**src/rtl/wfi_sequencer_pkg.sv**
```systemverilog
// Shared types for the WFI sequencer.
// State encoding, privilege codes, timeout rule.
package wfi_sequencer_pkg;

  typedef enum logic {
    WFI_IDLE,
    WFI_WAIT
  } wfistate_t;

  localparam logic [1:0] M_MODE = 2'b11;
  localparam logic [1:0] S_MODE = 2'b01;
  localparam logic [1:0] U_MODE = 2'b00;

  function automatic logic timeoutRule(
    input logic       uSup,
    input logic       sSup,
    input logic       tw,
    input logic [1:0] priv
  );
    return uSup & ((tw & (priv != M_MODE)) |
                   (sSup & (priv == U_MODE)));
  endfunction

endpackage

```
**src/rtl/wfi_sequencer_if.sv**
```systemverilog
// Control bundle between the M stage and
// the WFI sequencer.
interface wfi_sequencer_if;
  logic       wfiM;
  logic       StallM;
  logic       FlushM;
  logic       PendingIntsM;
  logic [1:0] PrivilegeModeW;
  logic       STATUS_TW;
  logic       WFIStallM;
  logic       WFIRetireM;
  logic       WFITimeoutM;
  logic       WFIActiveM;

  modport master (
    output wfiM, StallM, FlushM,
    output PendingIntsM, PrivilegeModeW,
    output STATUS_TW,
    input  WFIStallM, WFIRetireM,
    input  WFITimeoutM, WFIActiveM
  );

  modport slave (
    input  wfiM, StallM, FlushM,
    input  PendingIntsM, PrivilegeModeW,
    input  STATUS_TW,
    output WFIStallM, WFIRetireM,
    output WFITimeoutM, WFIActiveM
  );
endinterface

```
**src/rtl/wfi_sequencer_wfisatcnt.sv**
```systemverilog
// Saturating wait counter: holds once the
// top bit sets so an endless wait never wraps.
module wfisatcnt #(
  parameter int Width = 17
) (
  input  logic             clk,
  input  logic             reset,
  input  logic             clear,
  input  logic             en,
  output logic [Width-1:0] count
);

  // count up until the top bit sets, then hold
  always_ff @(posedge clk) begin
    if (!reset)
      count <= '0;
    else if (clear)
      count <= '0;
    else if (en && !count[Width-1])
      count <= count + 1'b1;
  end

endmodule

```
**src/rtl/wfi_sequencer.sv**
```systemverilog
// WFI sequencer: stalls M stage while waiting,
// retires on interrupt or traps on timeout.
module wfi_sequencer
  import wfi_sequencer_pkg::*;
#(
  parameter int WFI_TIMEOUT_BIT = 16,
  parameter int U_SUPPORTED     = 1,
  parameter int S_SUPPORTED     = 1
) (
  input logic clk,
  input logic reset,
  wfi_sequencer_if.slave bus
);

  localparam int CntW = WFI_TIMEOUT_BIT + 1;

  wfistate_t       state, nextState;
  logic [CntW-1:0] waitCount;
  logic            teReg, teNow;
  logic            accept;
  logic            cntClr, cntEn, teLoad;
  logic            stallC, retireC, timeoutC;

  assign accept = bus.wfiM & ~bus.StallM
                & ~bus.FlushM;

  assign teNow = timeoutRule(
    U_SUPPORTED != 0, S_SUPPORTED != 0,
    bus.STATUS_TW, bus.PrivilegeModeW);

  wfisatcnt #(.Width(CntW)) u_cnt (
    .clk   (clk),
    .reset (reset),
    .clear (cntClr),
    .en    (cntEn),
    .count (waitCount)
  );

  // state and latched timeout enable
  always_ff @(posedge clk) begin
    if (!reset) begin
      state <= WFI_IDLE;
      teReg <= 1'b0;
    end else begin
      state <= nextState;
      if (teLoad)
        teReg <= teNow;
    end
  end

  // next state and per-cycle outputs
  always_comb begin
    nextState = state;
    stallC    = 1'b0;
    retireC   = 1'b0;
    timeoutC  = 1'b0;
    cntClr    = 1'b0;
    cntEn     = 1'b0;
    teLoad    = 1'b0;
    unique case (state)
      WFI_IDLE: begin
        if (accept && bus.PendingIntsM) begin
          retireC = 1'b1;
        end else if (accept) begin
          stallC    = 1'b1;
          nextState = WFI_WAIT;
          cntClr    = 1'b1;
          teLoad    = 1'b1;
        end
      end
      WFI_WAIT: begin
        if (bus.FlushM) begin
          nextState = WFI_IDLE;
        end else if (bus.PendingIntsM) begin
          retireC   = 1'b1;
          nextState = WFI_IDLE;
        end else if (teReg &&
                     waitCount[WFI_TIMEOUT_BIT]) begin
          timeoutC  = 1'b1;
          nextState = WFI_IDLE;
        end else begin
          stallC = 1'b1;
          cntEn  = 1'b1;
        end
      end
      default: nextState = WFI_IDLE;
    endcase
  end

  assign bus.WFIStallM   = reset & stallC;
  assign bus.WFIRetireM  = reset & retireC;
  assign bus.WFITimeoutM = reset & timeoutC;
  assign bus.WFIActiveM  = reset &
                           (state == WFI_WAIT);

endmodule

```
**src/flat_wrapper.sv**
```systemverilog
// flat-port wrapper written by rule: the top's interface ports become plain ports
module wfi_sequencer_flat import wfi_sequencer_pkg::*;
#(
  parameter int WFI_TIMEOUT_BIT = 16,
  parameter int U_SUPPORTED     = 1,
  parameter int S_SUPPORTED     = 1
)
  (clk, reset, bus_wfiM, bus_StallM, bus_FlushM, bus_PendingIntsM, bus_PrivilegeModeW, bus_STATUS_TW, bus_WFIStallM, bus_WFIRetireM, bus_WFITimeoutM, bus_WFIActiveM);
  wfi_sequencer_if bus_i ();
  input logic clk;
  input logic reset;
  input wire logic [$bits(bus_i.wfiM)-1:0] bus_wfiM;
  input wire logic [$bits(bus_i.StallM)-1:0] bus_StallM;
  input wire logic [$bits(bus_i.FlushM)-1:0] bus_FlushM;
  input wire logic [$bits(bus_i.PendingIntsM)-1:0] bus_PendingIntsM;
  input wire logic [$bits(bus_i.PrivilegeModeW)-1:0] bus_PrivilegeModeW;
  input wire logic [$bits(bus_i.STATUS_TW)-1:0] bus_STATUS_TW;
  output wire logic [$bits(bus_i.WFIStallM)-1:0] bus_WFIStallM;
  output wire logic [$bits(bus_i.WFIRetireM)-1:0] bus_WFIRetireM;
  output wire logic [$bits(bus_i.WFITimeoutM)-1:0] bus_WFITimeoutM;
  output wire logic [$bits(bus_i.WFIActiveM)-1:0] bus_WFIActiveM;
  assign bus_i.wfiM = bus_wfiM;
  assign bus_i.StallM = bus_StallM;
  assign bus_i.FlushM = bus_FlushM;
  assign bus_i.PendingIntsM = bus_PendingIntsM;
  assign bus_i.PrivilegeModeW = bus_PrivilegeModeW;
  assign bus_i.STATUS_TW = bus_STATUS_TW;
  assign bus_WFIStallM = bus_i.WFIStallM;
  assign bus_WFIRetireM = bus_i.WFIRetireM;
  assign bus_WFITimeoutM = bus_i.WFITimeoutM;
  assign bus_WFIActiveM = bus_i.WFIActiveM;
  wfi_sequencer #(.WFI_TIMEOUT_BIT(WFI_TIMEOUT_BIT), .U_SUPPORTED(U_SUPPORTED), .S_SUPPORTED(S_SUPPORTED)) u_core (.clk(clk), .reset(reset), .bus(bus_i));
endmodule
```
**config.mk**
```make
export PLATFORM = sky130hd
export DESIGN_NAME = wfi_sequencer_flat
export DESIGN_NICKNAME = d
export VERILOG_FILES = /design/src/rtl/wfi_sequencer_pkg.sv /design/src/rtl/wfi_sequencer_if.sv /design/src/rtl/wfi_sequencer_wfisatcnt.sv /design/src/rtl/wfi_sequencer.sv /design/src/flat_wrapper.sv
export SDC_FILE = /design/constraint.sdc
export NUM_CORES = 1
export LEC_CHECK = 0
export BUFFER_PORTS_ARGS = -buffer_cell sky130_fd_sc_hd__buf_2
export CAP_MARGIN = 20
export CORE_MARGIN = 2
export CORE_UTILIZATION = 49
export CTS_BUF_LIST = sky130_fd_sc_hd__clkbuf_4 sky130_fd_sc_hd__clkbuf_8 sky130_fd_sc_hd__clkbuf_16
export DETAILED_ROUTE_END_ITERATION = 16
export PLACE_DENSITY_LB_ADDON = 0.08
export SLEW_MARGIN = 20
export SYNTH_ARGS = -nofsm -noshare
export SYNTH_HDL_FRONTEND = slang
export SYNTH_SLANG_ARGS = --single-unit
```
**constraint.sdc**
```tcl
create_clock -name clk -period 2.05 [get_ports clk]
set_input_delay 0.41 -clock clk [delete_from_list [all_inputs] [get_ports clk]]
set_output_delay 0.41 -clock clk [all_outputs]
set_load 0.005 [all_outputs]
```
==> out/metrics.csv <==
metric,value,unit
post_cts_resized,1,
power,605,uW
dieWidth,47.5,um
min_period,1.93,ns
clockRootBuffer,clkbuf_4,
drc,0,
wl_per_cell,11.5,um
rows,15,
setup-tns-final,0,ns
hp-class,primary input to flip-flop,
finalSetupViolCount,0,
seq_area_frac_synth,41.1,%
path_class,flip-flop to flip-flop,
path_clk_slew,0.13,ns
avgSynthCellArea,8.42,um2
skew,0.0113,ns
powerDensity,545,mW/mm2
ant_nets,0,
cts_hold_buffers,0,
layout-drive-gt1-share,23.5,%
crit_arrival,2.16,ns
wirelength,1810,um
endpoint_kind,flip-flop,
initial_core_util,53.0,%
drt_iter0_drc,5,
worst_slew_pin_slew,0.401,ns
cts_setup_buffers,0,
grt_use_total,18.6,%
place_ws,-0.0503,ns
layout_worst_path_cycle_share,93.9,%
finalNetCount,143,
synth-seq-cells,19,
fp.dieH,47.5,um
fp.dieArea,0.00225,mm2
grt_antenna_before_repair,0,
vdd_ir_drop_max,0.000415,V
grt_overflow,0,
drv_cap,0,
max_freq,0.519,GHz
cts_buffer_depth,2,
cts_sinks,19,
clk_latency,0.30,ns
fin_cells,157,
grt_max_degree,18,
path_max_fanout,2,
hpwl,1390,um
layout_setup_ws,0.125,ns
via_per_inst,5.36,
grt_pass1_vias,725,
core_area,0.00175,mm2
place_inst,154,
place.gp.congestion,0.685,
netlist_instances,110,
first_pass_iters,4,
relSlewSlack,73.0,%
h-tree-depth,1,
hold_viol,0,
cts_tree,yes,
port_buffers,12,
status,completed,
synth_warnings,0,
p_leak,0.396,nW
synthesis.nets,120,
required,2.28,ns
drv_slew,0,
cts_inserted_buffers,3,
area_growth,19.9,%
grt_pass1_wl,2940,um
netlist_area,926,um2
vias,842,
grt_setup_unrepaired,false,
num_antenna_cells,0,
synth_cell_types,30,
critPathLaunchType,flip-flop,
io_pins,13,
r2r_slack,0.12,ns
final_util,63.6,%
-- stage by stage --
step | instance area, um2 | hold slack [ns]
CTS | 1110 | 0.368
finish | 1110 | 0.377
global placement | 1080 | 0.468
detailed placement | 1080 | 0.486
global route | 1110 | 0.365
floorplan | 926 | 0.454
-- critical path, cell delays in order, from the launching register on --
cell     delay, ns
dfxtp_1       0.33
or4b_4        0.53
or4b_4        0.49
or3_1         0.35
a21oi_1       0.14
-- layer usage --
metal  vias to the layer above  wire length, um  track usage (%)
li1                        433                -                -
met1                       395              858             22.7
met2                        12              885             31.1
met3                         2               48             5.66
met4                         0               13             6.67
met5                         -                0                0
-- where the power goes --
group | internal (mW) | switching [mW]
registers | 0.370 | 0.00132
logic | 0.0158 | 0.0167
clock network | 0.0742 | 0.127
-- synth_stat cells, drive strengths merged --
cell type / n / area (um2)
inv: 5 / 18.8
xor2: 3 / 26.3
nand4: 2 / 12.5
nand2b: 2 / 12.5
or3: 4 / 25.0
buf: 1 / 5.00
nor3: 3 / 15.0
maj3: 1 / 10.0
a211oi: 1 / 7.51
ha: 1 / 12.5
or3b: 1 / 8.76
or4b: 2 / 27.5
o21ai: 6 / 30.0
xnor2: 6 / 52.6
or4: 1 / 11.3
nand2: 10 / 37.5
nand4b: 3 / 26.3
o21a: 2 / 15.0
and3: 1 / 6.26
nand3: 5 / 25.0
clkbuf: 2 / 7.51
dfxtp: 19 / 380
nor4: 2 / 12.5
nor2: 13 / 48.8
a41oi: 1 / 8.76
and2: 1 / 6.26
a21oi: 8 / 40.0
and4: 2 / 17.5
nor4b: 1 / 8.76
o211a: 1 / 10.0
-- layout by cell type, fill, tap and decap left out, drive strengths merged --
cell type	Yosys	layout
a211oi	1	1
a21oi	8	8
a41oi	1	1
and2	1	1
and3	1	1
and4	2	2
buf	1	21
clkbuf	2	3
clkinvlp	0	1
dfxtp	19	19
ha	1	1
inv	5	5
maj3	1	1
nand2	10	10
nand2b	2	2
nand3	5	5
nand4	2	2
nand4b	3	3
nor2	13	13
nor3	3	3
nor4	2	2
nor4b	1	1
o211a	1	1
o21a	2	2
o21ai	6	6
or3	4	4
or3b	1	1
or4	1	1
or4b	2	2
xnor2	6	6
xor2	3	3
-- cell type report --
type / instances / area [um2]
Tap cell: 25 / 31.3
Inverter: 5 / 18.8
Multi-Input combinational cell: 83 / 520
Sequential cell: 19 / 382
Clock inverter: 1 / 7.51
Timing Repair Buffer: 21 / 128
Fill cell: 158 / 636
Clock buffer: 3 / 22.5
-- worst paths after layout --
path                                            start                                  end  depth (start not counted)
setup reg to reg  u_core.u_cnt.count[16]$_SDFFE_PP0P_  u_core.u_cnt.count[11]$_SDFFE_PP0P_                          4
hold / removal                                  reset              u_core.state$_SDFF_PN0_                          2
hold reg to reg   u_core.u_cnt.count[12]$_SDFFE_PP0P_  u_core.u_cnt.count[12]$_SDFFE_PP0P_                          2
setup / recovery  u_core.u_cnt.count[16]$_SDFFE_PP0P_  u_core.u_cnt.count[11]$_SDFFE_PP0P_                          4
-- kinds of logic (layout without fill, tap and decap cells) --
group           count (synthesis)  after routing  synth area share, %
buf+inv                         8             30                 3.38
fa+ha+maj                       2              2                 2.43
xor+xnor                        9              9                 8.51
simple gates                   53             53                 32.6
compound gates                 19             19                 12.0
flops                          19             19                 41.1
-- flip-flops by register name, summed over array words and instances (netlist names) --
name                flops
u_core.teReg            1
u_core.state            1
u_core.u_cnt.count     17
No activity file was read; power rests on OpenSTA's default activity.
